`src/rtl/clock_pkg.sv`:
```
// Shared constants and helpers for the digital clock counter datapath.
// Consumed by mod_n_next and mod_n_counter.
package clock_pkg;

    localparam logic DIR_UP = 1'b1;
    localparam logic DIR_DN = 1'b0;

    localparam int SEC_UNITS_MOD = 10;
    localparam int SEC_TENS_MOD  = 6;
    localparam int MIN_UNITS_MOD = 10;
    localparam int MIN_TENS_MOD  = 6;
    localparam int HOUR_MOD      = 24;

    // Smallest count width able to hold 0..modulus-1.
    function automatic int min_width(input int modulus);
        return (modulus <= 2) ? 1 : $clog2(modulus);
    endfunction

endpackage

```
`src/rtl/mod_n_next.sv`:
```
// Combinational next-count logic for a modulo-N up/down counter.
// Reports whether the current count sits at the terminal value for the direction.
module mod_n_next
    import clock_pkg::*;
#(
    parameter int MODULUS = 10,
    parameter int WIDTH   = 4
) (
    input  logic [WIDTH-1:0] count,
    input  logic             up_dn,
    output logic [WIDTH-1:0] next_val,
    output logic             at_term
);

    localparam logic [WIDTH-1:0] MAX_VAL = WIDTH'(MODULUS - 1);

    // NOTE: every output gets a default first so no path leaves it unassigned
    // and no latch is inferred.
    always_comb begin
        next_val = count;
        at_term  = 1'b0;
        if (up_dn == DIR_UP) begin
            at_term  = (count == MAX_VAL);
            next_val = at_term ? '0 : count + WIDTH'(1);
        end else begin
            at_term  = (count == '0);
            next_val = at_term ? MAX_VAL : count - WIDTH'(1);
        end
    end

endmodule

```
`src/rtl/mod_n_counter.sv`:
```
// Parametrised modulo-N counter stage with enable, direction, load, cascade tc and wrap pulse.
// Defining MOD_COUNTER_SYNC_CLR_EN adds the synchronous clear input sclr.
module mod_n_counter
    import clock_pkg::*;
#(
    parameter int MODULUS = 10,
    parameter int WIDTH   = 4
) (
    input  logic             clk1,
    input  logic             clr,
    input  logic             en,
    input  logic             up_dn,
    input  logic             load,
    input  logic [WIDTH-1:0] load_val,
`ifdef MOD_COUNTER_SYNC_CLR_EN
    input  logic             sclr,
`endif
    output logic [WIDTH-1:0] count,
    output logic             tc,
    output logic             wrap,
    output logic             load_err
);

    if (MODULUS < 2 || MODULUS > 65536) begin : g_bad_modulus
        $error("mod_n_counter: MODULUS %0d outside 2..65536", MODULUS);
    end
    if (WIDTH < min_width(MODULUS)) begin : g_bad_width
        $error("mod_n_counter: WIDTH %0d too narrow for MODULUS %0d", WIDTH, MODULUS);
    end

    // One extra bit so MODULUS itself is representable for the range check.
    localparam logic [WIDTH:0] MOD_EXT = (WIDTH + 1)'(MODULUS);

    logic [WIDTH-1:0] next_val;
    logic             at_term;
    logic             load_ok;
    logic             sclr_act;
    logic [WIDTH-1:0] count_d;
    logic             wrap_d;
    logic             load_err_d;

`ifdef MOD_COUNTER_SYNC_CLR_EN
    assign sclr_act = sclr;
`else
    assign sclr_act = 1'b0;
`endif

    mod_n_next #(
        .MODULUS (MODULUS),
        .WIDTH   (WIDTH)
    ) u_next (
        .count    (count),
        .up_dn    (up_dn),
        .next_val (next_val),
        .at_term  (at_term)
    );

    assign load_ok = ({1'b0, load_val} < MOD_EXT);

    // A load or clear in progress must never step the next stage.
    assign tc = en & ~load & ~sclr_act & at_term;

    always_comb begin
        count_d    = count;
        wrap_d     = 1'b0;
        load_err_d = load_err;
        if (sclr_act) begin
            count_d = '0;
        end else if (load) begin
            if (load_ok) begin
                count_d = load_val;
            end else begin
                load_err_d = 1'b1;
            end
        end else if (en) begin
            count_d = next_val;
            wrap_d  = at_term;
        end
    end

    // NOTE: state registers use non-blocking assignments so every flop samples
    // pre-edge values regardless of process ordering.
    always_ff @(posedge clk1 or posedge clr) begin
        if (clr) begin
            count    <= '0;
            wrap     <= 1'b0;
            load_err <= 1'b0;
        end else begin
            count    <= count_d;
            wrap     <= wrap_d;
            load_err <= load_err_d;
        end
    end

endmodule

```
`config.mk`:
```
export PLATFORM = sky130hd
export DESIGN_NAME = mod_n_counter
export DESIGN_NICKNAME = d
export VERILOG_FILES = /design/src/rtl/clock_pkg.sv /design/src/rtl/mod_n_next.sv /design/src/rtl/mod_n_counter.sv
export SDC_FILE = /design/constraint.sdc
export NUM_CORES = 1
export LEC_CHECK = 0
export ABC_AREA = 1
export CAP_MARGIN = 5
export CORE_AREA = 2 2 39 41
export DETAILED_ROUTE_END_ITERATION = 10
export DIE_AREA = 0 0 41 43
export DONT_BUFFER_PORTS = 1
export GPL_ROUTABILITY_DRIVEN = 0
export HOLD_SLACK_MARGIN = 0.12
export SLEW_MARGIN = 20
export SYNTH_ARGS = -nofsm -noshare
export SYNTH_HDL_FRONTEND = slang
export SYNTH_HIERARCHICAL = 1
export SYNTH_SLANG_ARGS = --single-unit
```
`constraint.sdc`:
```
create_clock -name clk1 -period 1.65 [get_ports clk1]
set_clock_uncertainty 0.05 [all_clocks]
set_input_delay 0.165 -clock clk1 [delete_from_list [all_inputs] [get_ports clk1]]
set_output_delay 0.165 -clock clk1 [all_outputs]
set_load 0.05 [all_outputs]
```
# == Word level (Yosys, flattened, before mapping) ==
# Cells that the tools add are included.
# classes
reduce_logical,4
eq_ne,2
n_mux,9
n_lt_le_gt_ge,1
bitwise_logic,4
n_addsub,2
# op_table
operator,count
4-bit two-way mux,6
"4-bit by 1-bit adder with 4-bit output, second input constant",1
"4-bit equality test, second input constant",1
4-bit zero test,1
"4-bit < comparator, second input constant",1
2-bit AND reduction,2
"4-bit by 1-bit subtractor with 4-bit output, second input constant",1
1-bit two-way mux,3
1-bit AND,2
"2-bit by 1-bit inequality test with 1-bit output, second input constant",1
1-bit NOT,2
2-bit nonzero test,1
# word_totals
reg_bits,6
in_bits,9
word_cells,25

# == Longest topological paths before layout ==
# Gate-level depths: netlist of the first run.
# depth
word_depth,5
ltp_mapped,10
mapped_depth_nobuf,10

# == Modules after synthesis ==
# Netlist of the first run, hierarchy kept.
# modules_own_cells
module,seq_area_each_um2,n_inst,cells_each,area_each_um2
mod_n_counter,150.1,1,45,324.1
mod_n_next,0.0,1,35,160.2

# == Worst setup path before layout of the first run ==
# No wires, ideal clock.
# synth_path
kind,reg-to-output
startpoint,register count[3]
endpoint,output tc
arrival_time_ns,1.853
stages_incl_launch_ff,7
path_slack_ns,-0.418
required_ns,1.435
cell_sequence,dfrtp_1 > nand2_1 > nor2_2 > nor2_2 > a21oi_1 > nand2_1 > nor2_1
# synth_between
elab_chain_len,3
# synth_lines
element,line,source
from (decl),mod_n_counter.sv:18,"output logic [WIDTH-1:0] count,"
from (signal assigned),mod_n_counter.sv:89,count <= count_d;
4-bit equality test / 4-bit zero test (equally long branches),"mod_n_next.sv:23, mod_n_next.sv:26",
1-bit two-way mux (*),mod_n_next.sv:22,if (up_dn == DIR_UP) begin
via at_term,mod_n_counter.sv:35,logic at_term;
1-bit AND (*),mod_n_counter.sv:61,assign tc = en & ~load & ~sclr_act & at_term;
to (decl),mod_n_counter.sv:19,"output logic tc,"
# Mark *: on every way through the listed nets, which the timed path passes. The rest lies on a longest branch.

# == Final worst setup path of the first run ==
# layout_path
startpoint,register count[2]
endpoint,output tc
# The elaborated chain is that of the path after synthesis.

==> flow_metrics.py, run 1 <==
metrics = {
    "placement": {
        "post_dp_cell_area_um2": 556,
        "dp_hpwl_um": 819,
        "io_buffers": 0,
    },
    "sta": {
        "finalCritPeriodShare_pct": 98.7,
        "clock.fmax_mhz": 614,
        "final_hold_viol_count": 0,
        "rsz0062_at_grt": "true",
        "min_period_ps": 1630,
        "slew_violations": 0,
        "slew_headroom_pct": 68.9,
        "finalSetupViolCount": 0,
        "worst_pin_slew_ps": 467,
        "hold_ws_ps": 128,
        "finalSetupTns_ps": 0,
    },
    "setup_path": {
        "critPathLaunchType": "flop",
        "cp_data_required_time_ps": 1430,
        "critPathMaxFanout": 3,
        "worstSetupEndpointType": "output pin",
        "worstSetupStartpoint": "count[2]",
        "crit_type": "reg -> out",
        "cp.arrival_ps": 1410,
        "rr_startpoint": "count[2]",
    },
    "power": {
        "p_leak_nw": 0.369,
        "ir_worst_vdd_v": 0.000563,
        "totalPowerFinal_mw": 0.659,
        "p_per_area_mw_per_mm2": 998,
    },
    "grt": {
        "first_global_vias": 496,
        "grt.total_usage_pct": 16.2,
        "grt_max_degree": 9,
        "grt_pass1_wl_mm": 1.92,
        "antenna_found_initial": 0,
        "grt_overflow": 0,
    },
    "logic_synthesis": {
        "synth_top_area_share_pct": 31.0,
        "synth_cell_type_count": 16,
        "yosysSeqAreaShare_pct": 31.0,
        "ys.flop_type": "dfrtp_1",
        "async_reset_ff_share_pct": 100,
        "synth_fp_nets": 89,
        "yosysTopAreaCell": "dfrtp_1",
        "synth.cell_area_um2": 484,
        "avgSynthCellArea_um2": 6.05,
        "synth_common_cells": "nand2_1, inv_1, nand3_1",
        "synth_edf_count": 0,
        "yosysWarnings": 6,
        "yosys-top-cells-area": "dfrtp_1, nand2_1, nand3_1",
        "synth-seq-cells": 6,
        "postSynthCellCount": 80,
        "yosysMostFrequentCell": "nand2_1",
    },
    "worst_hold_path": {
        "hp-start": "load_val[2]",
        "hp-class": "in -> reg",
    },
    "clock_tree": {
        "clockBufferDepth": 2,
        "cts_tree": "done",
        "cts_sinks": 6,
        "cts_made_buffers": 3,
        "root_buffer": "clkbuf_4",
        "htree_levels": 1,
        "clock_latency_ps": 250,
        "clk_pin_slew_ps": 50,
    },
    "detailed_routing": {
        "wl_per_cell_um": 10.0,
        "dr_total_vias": 536,
        "drc": 0,
        "wl_mm": 1.12,
        "detail-route-antenna-nets": 0,
        "drt_iter0_drc": 8,
        "firstDrtPassIters": 4,
        "viasPerCell": 4.79,
    },
    "floorplan": {
        "die_y_um": 43,
        "die-width_um": 41,
        "rows": 14,
        "die_area_mm2": 0.00176,
        "coreArea_mm2": 0.00138,
        "ios": 16,
        "initial_core_util_pct": 35.0,
    },
    "cells_and_area": {
        "n_antenna_cell": 0,
        "stdcell_area_um2": 661,
        "drive_above_1_share_pct": 30.2,
        "utilization_pct": 47.7,
        "nets": 106,
        "fillCellCount": 138,
        "area_growth_pct": 36.4,
    },
    "run_status": {
        "status": "complete, no violations",
    },
    "job": {
        "drv_cap": 0,
    },
}
## report_power, final
group | total [mW] | internal [mW] | leakage, nW | switching [mW]
logic | 0.310 | 0.116 | 0.287 | 0.194
clock network | 0.148 | 0.0918 | 0.0150 | 0.0561
registers | 0.201 | 0.169 | 0.0673 | 0.0316
total | 0.659 | 0.378 | 0.369 | 0.282
## registers in the layout (all words and copies together), names as in the netlist
register,cells
count,4
load_err,1
wrap,1
## final timing paths
kind,endpoint,slack (ps),depth (start not counted)
min,count[2],130,4
min in group asynchronous,count[2],200,2
max reg2reg,count[3],270,10
min reg2reg,count[3],540,2
max,tc,20,8
max in group asynchronous,count[3],1130,2
## logic make-up (layout without fill, tap and decap cells)
group / after synthesis / after routing / share of synthesized area, %
AOI/OAI and AO/OA: 3 / 3 / 3.62
buffers and inverters: 13 / 29 / 11.6
DFF: 6 / 6 / 31.0
and+or+nand+nor: 58 / 58 / 53.7
## area by class of cell
class	instances	area (um2)	area share, %
repair buffers	13	120	18.2
clock buffers	4	26.3	3.98
multi-input cells	61	294	44.5
well taps	16	20.0	3.03
inverters	12	45.0	6.82
flip-flops and latches	6	155	23.5
## metrics by stage
stage / setup slack (ps) / instances
after global routing: -90.1 / 112
after floorplan: 75.4 / 80
after global placement: 207 / 100
final: 20.9 / 112
after CTS: 5.55 / 112
after detailed placement: 174 / 100
## timing repair
| action | 4_1_cts | 5_1_grt |
|---|---|---|
| setup buffers | 4 | 0 |
| endpoints found under the hold margin | 10 | 0 |
| gates resized for setup | 3 | 0 |
| setup endpoints to repair | 1 | 1 |
| hold buffers | 4 | 0 |
| pin swaps | 2 | 2 |
## critical path, cell delays in order (launching register included)
cell and delay, ps:
dfrtp_2 400, inv_2 80, nand2_2 60, nor2_2 120, nor2_2 50, a21oi_2 120, nand2_2 90, nor2_4 100
buf_12 140
## metal layers
layer	vias to the layer above	wire (um)	GRT usage (%)
li1	275	-	-
met1	239	435	18.2
met2	17	571	25.9
met3	5	79	6.28
met4	0	35	6.67
met5	-	0	0
## placed cells by master, fill, tap and decap left out
cell type and count:
nand2_1 38, buf_12 1, nor2_2 2, nand3_1 8, a21oi_2 1, nand2_4 1, nor2_4 2, clkbuf_1 1
clkbuf_4 3, nor2_1 1, dlygate4sd3_1 4, nand4_1 2, or2_4 1, dfrtp_2 4, nand2_2 3, inv_1 9
buf_4 8, o211ai_1 1, inv_2 3, dfrtp_1 2, o21ai_1 1
Power figures use the tool's default switching activity.
==> run 2: changes to the inputs <==
- CAP_MARGIN: 5 -> 40
- CORE_AREA: 2 2 39 41 -> not set
- CORE_MARGIN: not set -> 2
- CORE_UTILIZATION: not set -> 37
- DIE_AREA: 0 0 41 43 -> not set
==> run 2 against run 1 <==
Against the previous run: the run now ends with setup timing left; count of clock-buffer cells in the layout down 1; setup slack worse by 71 ps; largest cell class unchanged; critical path type unchanged; fmax down 4.2%.
==> flow_metrics.py, run 2 (synthesized netlist as in run 1, its figures left out) <==
metrics = {
    "run_status": {
        "violations": "setup timing",
        "status": "finished with violations",
    },
    "grt": {
        "first_global_vias": 484,
        "grt.total_usage_pct": 18.8,
        "grt_overflow": 0,
        "antenna_found_initial": 0,
        "grt_max_degree": 9,
        "grt_pass1_wl_mm": 2.02,
    },
    "floorplan": {
        "initial_core_util_pct": 38.7,
        "die_y_um": 40.2,
        "ios": 16,
        "rows": 13,
        "coreArea_mm2": 0.00125,
        "die_area_mm2": 0.00161,
        "die-width_um": 40.2,
    },
    "setup_path": {
        "worstSetupEndpointType": "output pin",
        "cp_top_family": "flip-flops",
        "cp_slowest_stage_delay_ps": 450,
        "path_cells": "inv_1 -> nand3_1 -> a21oi_1 -> nand2_1 -> nor2_4 -> buf_12",
        "cp.arrival_ps": 1490,
        "critPathMaxFanout": 6,
        "cp_slowest_cell": "dfrtp_2",
        "crit_type": "reg -> out",
        "path_buf_inv": 2,
        "critPathLaunchType": "flop",
        "cp_data_required_time_ps": 1430,
    },
    "sta": {
        "setup_slack_ps": -50.6,
        "worst_pin_slew_ps": 463,
        "finalSetupViolCount": 1,
        "hold_ws_ps": 133,
        "final_hold_viol_count": 0,
        "slew_violations": 0,
        "slew_headroom_pct": 69.1,
        "rsz0062_at_grt": "true",
        "min_period_ps": 1700,
        "clock.fmax_mhz": 588,
        "finalCritPeriodShare_pct": 103,
    },
    "clock_tree": {
        "cts_tree": "done",
        "cts_sinks": 6,
        "clockBufferDepth": 2,
        "htree_levels": 1,
        "clk_pin_slew_ps": 50,
        "cts_made_buffers": 3,
        "clock_latency_ps": 250,
        "root_buffer": "clkbuf_4",
    },
    "cells_and_area": {
        "fillCellCount": 115,
        "drive_above_1_share_pct": 34.0,
        "layout_common_cells": "nand2_1, buf_4, inv_1",
        "largest-register": "count",
        "n_antenna_cell": 0,
        "final_common_cell": "nand2_1",
        "area_growth_pct": 44.4,
        "largest_register_ffs": 4,
        "largestRegisters": "count x4, load_err x1, wrap x1",
        "nets": 111,
    },
    "detailed_routing": {
        "wl_per_cell_um": 10.7,
        "detail-route-antenna-nets": 0,
        "drc": 0,
        "wl_mm": 1.23,
        "drt_iter0_drc": 8,
        "viasPerCell": 4.58,
        "dr_total_vias": 527,
        "firstDrtPassIters": 3,
    },
    "power": {
        "ir_worst_vdd_v": 0.000401,
        "p_per_area_mw_per_mm2": 995,
        "p_leak_nw": 0.397,
    },
    "placement": {
        "dp_hpwl_um": 841,
        "io_buffers": 0,
        "dp_slack_ps": 203,
    },
    "job": {
        "drv_cap": 0,
    },
    "worst_hold_path": {
        "hp-class": "in -> reg",
    },
}
==> run 2: power breakdown <==
group | internal (mW) | switching (mW) | leakage (nW) | total, mW
registers | 0.170 | 0.0340 | 0.0673 | 0.204
logic | 0.144 | 0.210 | 0.316 | 0.354
clock network | 0.0825 | 0.0558 | 0.0138 | 0.138
total | 0.396 | 0.299 | 0.397 | 0.696
==> run 2: metrics by stage <==
stage | area (um2) | std cells | utilization (%) | power (mW) | TNS [ps]
3_5_place_dp | 554 | 99 | 44.3 | 0.472 | 0
5_1_grt | 699 | 115 | 55.8 | 0.750 | -117
6_report | 699 | 115 | 55.8 | 0.696 | -50.6
4_1_cts | 642 | 109 | 51.2 | 0.643 | -9.82
3_3_place_gp | 554 | 99 | 44.3 | 0.471 | 0
2_1_floorplan | 497 | 80 | - | 0.410 | 0
==> run 2: repair_timing <==
item	CTS	global route
pin swaps	2	2
hold buffers	3	0
gates resized for setup	2	3
hold endpoints to repair	8	0
setup buffers	4	6
endpoints found under the setup margin	1	1
==> run 2: routing by layer <==
layer | up-vias | GRT usage [%] | wire length [um]
met4 | 0 | 5.00 | 19
met5 | - | 0 | 0
met2 | 11 | 31.9 | 638
met3 | 3 | 5.00 | 46
li1 | 285 | - | -
met1 | 228 | 23.2 | 522
==> run 2: area by class of cell <==
type	instances	area (um2)	share of cell area (%)
Clock buffer	3	22.5	3.22
Inverter	12	47.5	6.80
Multi-Input combinational cell	61	300	42.9
Sequential cell	6	155	22.2
Tap cell	15	18.8	2.68
Timing Repair Buffer	18	155	22.2
==> run 2: path summary, 6_finish.rpt <==
path | start | to | slack (ps) | cells after the start
max | count[3] | tc | -50 | 6
min | load | count[1] | 130 | 4
max reg2reg | count[0] | count[3] | 210 | 10
min reg2reg | count[0] | count[0] | 510 | 2
max in group asynchronous | clr | count[2] | 1120 | 2
min in group asynchronous | clr | wrap | 220 | 2
==> run 2: worst register-to-register path, delay by kind of cell (launching register included) <==
kind | cells | cell delay [ps]
buffers and inverters | 1 | 240
flip-flops | 1 | 420
AND/OR/NAND/NOR | 9 | 620
==> run 3: changes to the inputs <==
- CORE_MARGIN: 2 -> not set
- PLACE_DENSITY: not set -> 0.54
- SLEW_MARGIN: 20 -> not set
==> run 3 against run 2 <==
Against the previous run: the run still ends with setup timing left; register-to-register slack is essentially flat; non-clock buffer count is 4 lower; sequential cell count stayed put; sequential power barely moved; largest power group unchanged; critical endpoint unchanged; combinational power decreased by 9.6%; critical path depth rose by 2.
==> flow_metrics.py, run 3 (synthesized netlist as in run 1, its figures left out) <==
metrics = {
    "power": {
        "p_per_area_mw_per_mm2": 1020,
        "p_leak_nw": 0.374,
        "ir_worst_vdd_v": 0.000451,
    },
    "clock_tree": {
        "cts_tree": "done",
        "htree_levels": 1,
        "clk_pin_slew_ps": 50,
        "cts_sinks": 6,
        "clock_latency_ps": 260,
        "root_buffer": "clkbuf_4",
        "cts_made_buffers": 3,
        "clockBufferDepth": 2,
    },
    "grt": {
        "grt_max_degree": 9,
        "globalRoute.busiestLayer": "met2",
        "grt_use_met2_pct": 33.5,
        "use_met3_pct": 9.30,
        "met1_usage_pct": 29.9,
        "grt_overflow": 0,
        "first_global_vias": 500,
        "antenna_found_initial": 0,
        "grt.total_usage_pct": 22.4,
        "grt_pass1_wl_mm": 2.16,
    },
    "run_status": {
        "status": "finished with violations",
        "violations": "setup timing",
    },
    "cells_and_area": {
        "largestRegisters": "count x4, load_err x1, wrap x1",
        "nets": 107,
        "area_growth_pct": 37.5,
        "largest_register_ffs": 4,
        "final_common_cell": "nand2_1",
        "finalNonFillerCells": 111,
        "layout_common_cells": "nand2_1, inv_1, buf_4",
        "utilization_pct": 57.6,
        "largest-register": "count",
        "n_antenna_cell": 0,
        "drive_above_1_share_pct": 30.9,
    },
    "sta": {
        "finalCritPeriodShare_pct": 101,
        "slew_headroom_pct": 69.1,
        "rsz0062_at_grt": "true",
        "worst_pin_slew_ps": 464,
        "slew_violations": 0,
        "finalSetupViolCount": 1,
        "finalSetupTns_ps": -16.8,
        "final_hold_viol_count": 0,
        "clock.fmax_mhz": 600,
        "min_period_ps": 1670,
        "setup_slack_ps": -16.8,
    },
    "job": {
        "drv_cap": 0,
    },
    "setup_path": {
        "cp_data_required_time_ps": 1430,
        "timing.rr.end": "count[3]",
        "rr_startpoint": "count[1]",
        "critPathMaxFanout": 4,
        "cp.arrival_ps": 1450,
        "critPathLaunchType": "flop",
        "r2r_setup_slack_ps": 210,
        "crit_type": "reg -> out",
        "ff2ff_path_depth": 11,
        "worstSetupEndpointType": "output pin",
    },
    "worst_hold_path": {
        "min_to": "count[2]",
        "hp-start": "load",
        "hp-class": "in -> reg",
        "min_path_cells": 4,
    },
    "floorplan": {
        "die-width_um": 38.2,
        "coreArea_mm2": 0.00116,
        "die_area_mm2": 0.00146,
        "rows": 12,
        "ios": 16,
        "die_y_um": 38.2,
        "initial_core_util_pct": 41.9,
    },
    "detailed_routing": {
        "dr_total_vias": 540,
        "viasPerCell": 4.86,
        "detail-route-antenna-nets": 0,
        "drt_iter0_drc": 11,
        "wl_per_cell_um": 11.0,
        "firstDrtPassIters": 4,
        "drc": 0,
        "wl_mm": 1.23,
    },
    "placement": {
        "dp_hpwl_um": 863,
        "dp_slack_ps": 195,
        "io_buffers": 0,
        "dp_cells": 98,
    },
}
-- run 3: power breakdown --
group | switching (mW) | internal, mW
Combinational | 0.198 | 0.122
Clock | 0.0651 | 0.0924
Sequential | 0.0344 | 0.169
Total | 0.298 | 0.384
-- run 3: per-layer routing --
metal	vias to the layer above	routed length, um
li1	277	-
met1	231	575
met2	30	553
met3	2	86
met4	0	10
met5	-	0
-- run 3: worst max path at each step --
stage	startpoint	to	slack (ps)	cells after the start
CTS	count[1]	tc	-50	8
global route	count[2]	tc	-110	8
global placement	count[2]	tc	210	8
floorplan	count[2]	tc	80	7
detailed placement	count[2]	tc	190	8
finish	count[2]	tc	-20	8
-- run 3: final cells by class --
type	instances	area, um2
clock buffer	4	26.3
timing repair buffer	14	128
tap	14	17.5
inverter	12	45.0
sequential	6	155
multi-input combinational	61	294
fill	110	490
-- run 3: repair_timing --
action	4_1_cts	5_1_grt
hold buffers	4	0
endpoints found under the hold margin	8	0
endpoints found under the setup margin	1	1
resized for setup	1	2
cloned	0	0
pin swaps	3	1
buffers inserted	5	0
-- run 3: worst max-delay path, cell delays in order (launching register included) --
cell	delay, ps
dfrtp_2	400
inv_2	80
nand2_1	80
nor2_2	120
nor2_2	60
a21oi_2	120
nand2_2	90
nor2_4	100
buf_12	140
-- run 3: per-stage QoR --
step | hold slack, ps | total power [mW] | area (um2)
3_3_place_gp | -64.5 | 0.473 | 553
5_1_grt | 170 | 0.740 | 666
4_1_cts | 120 | 0.677 | 659
6_report | 128 | 0.681 | 666
2_1_floorplan | -94.3 | 0.410 | 497
3_5_place_dp | -65.2 | 0.472 | 553
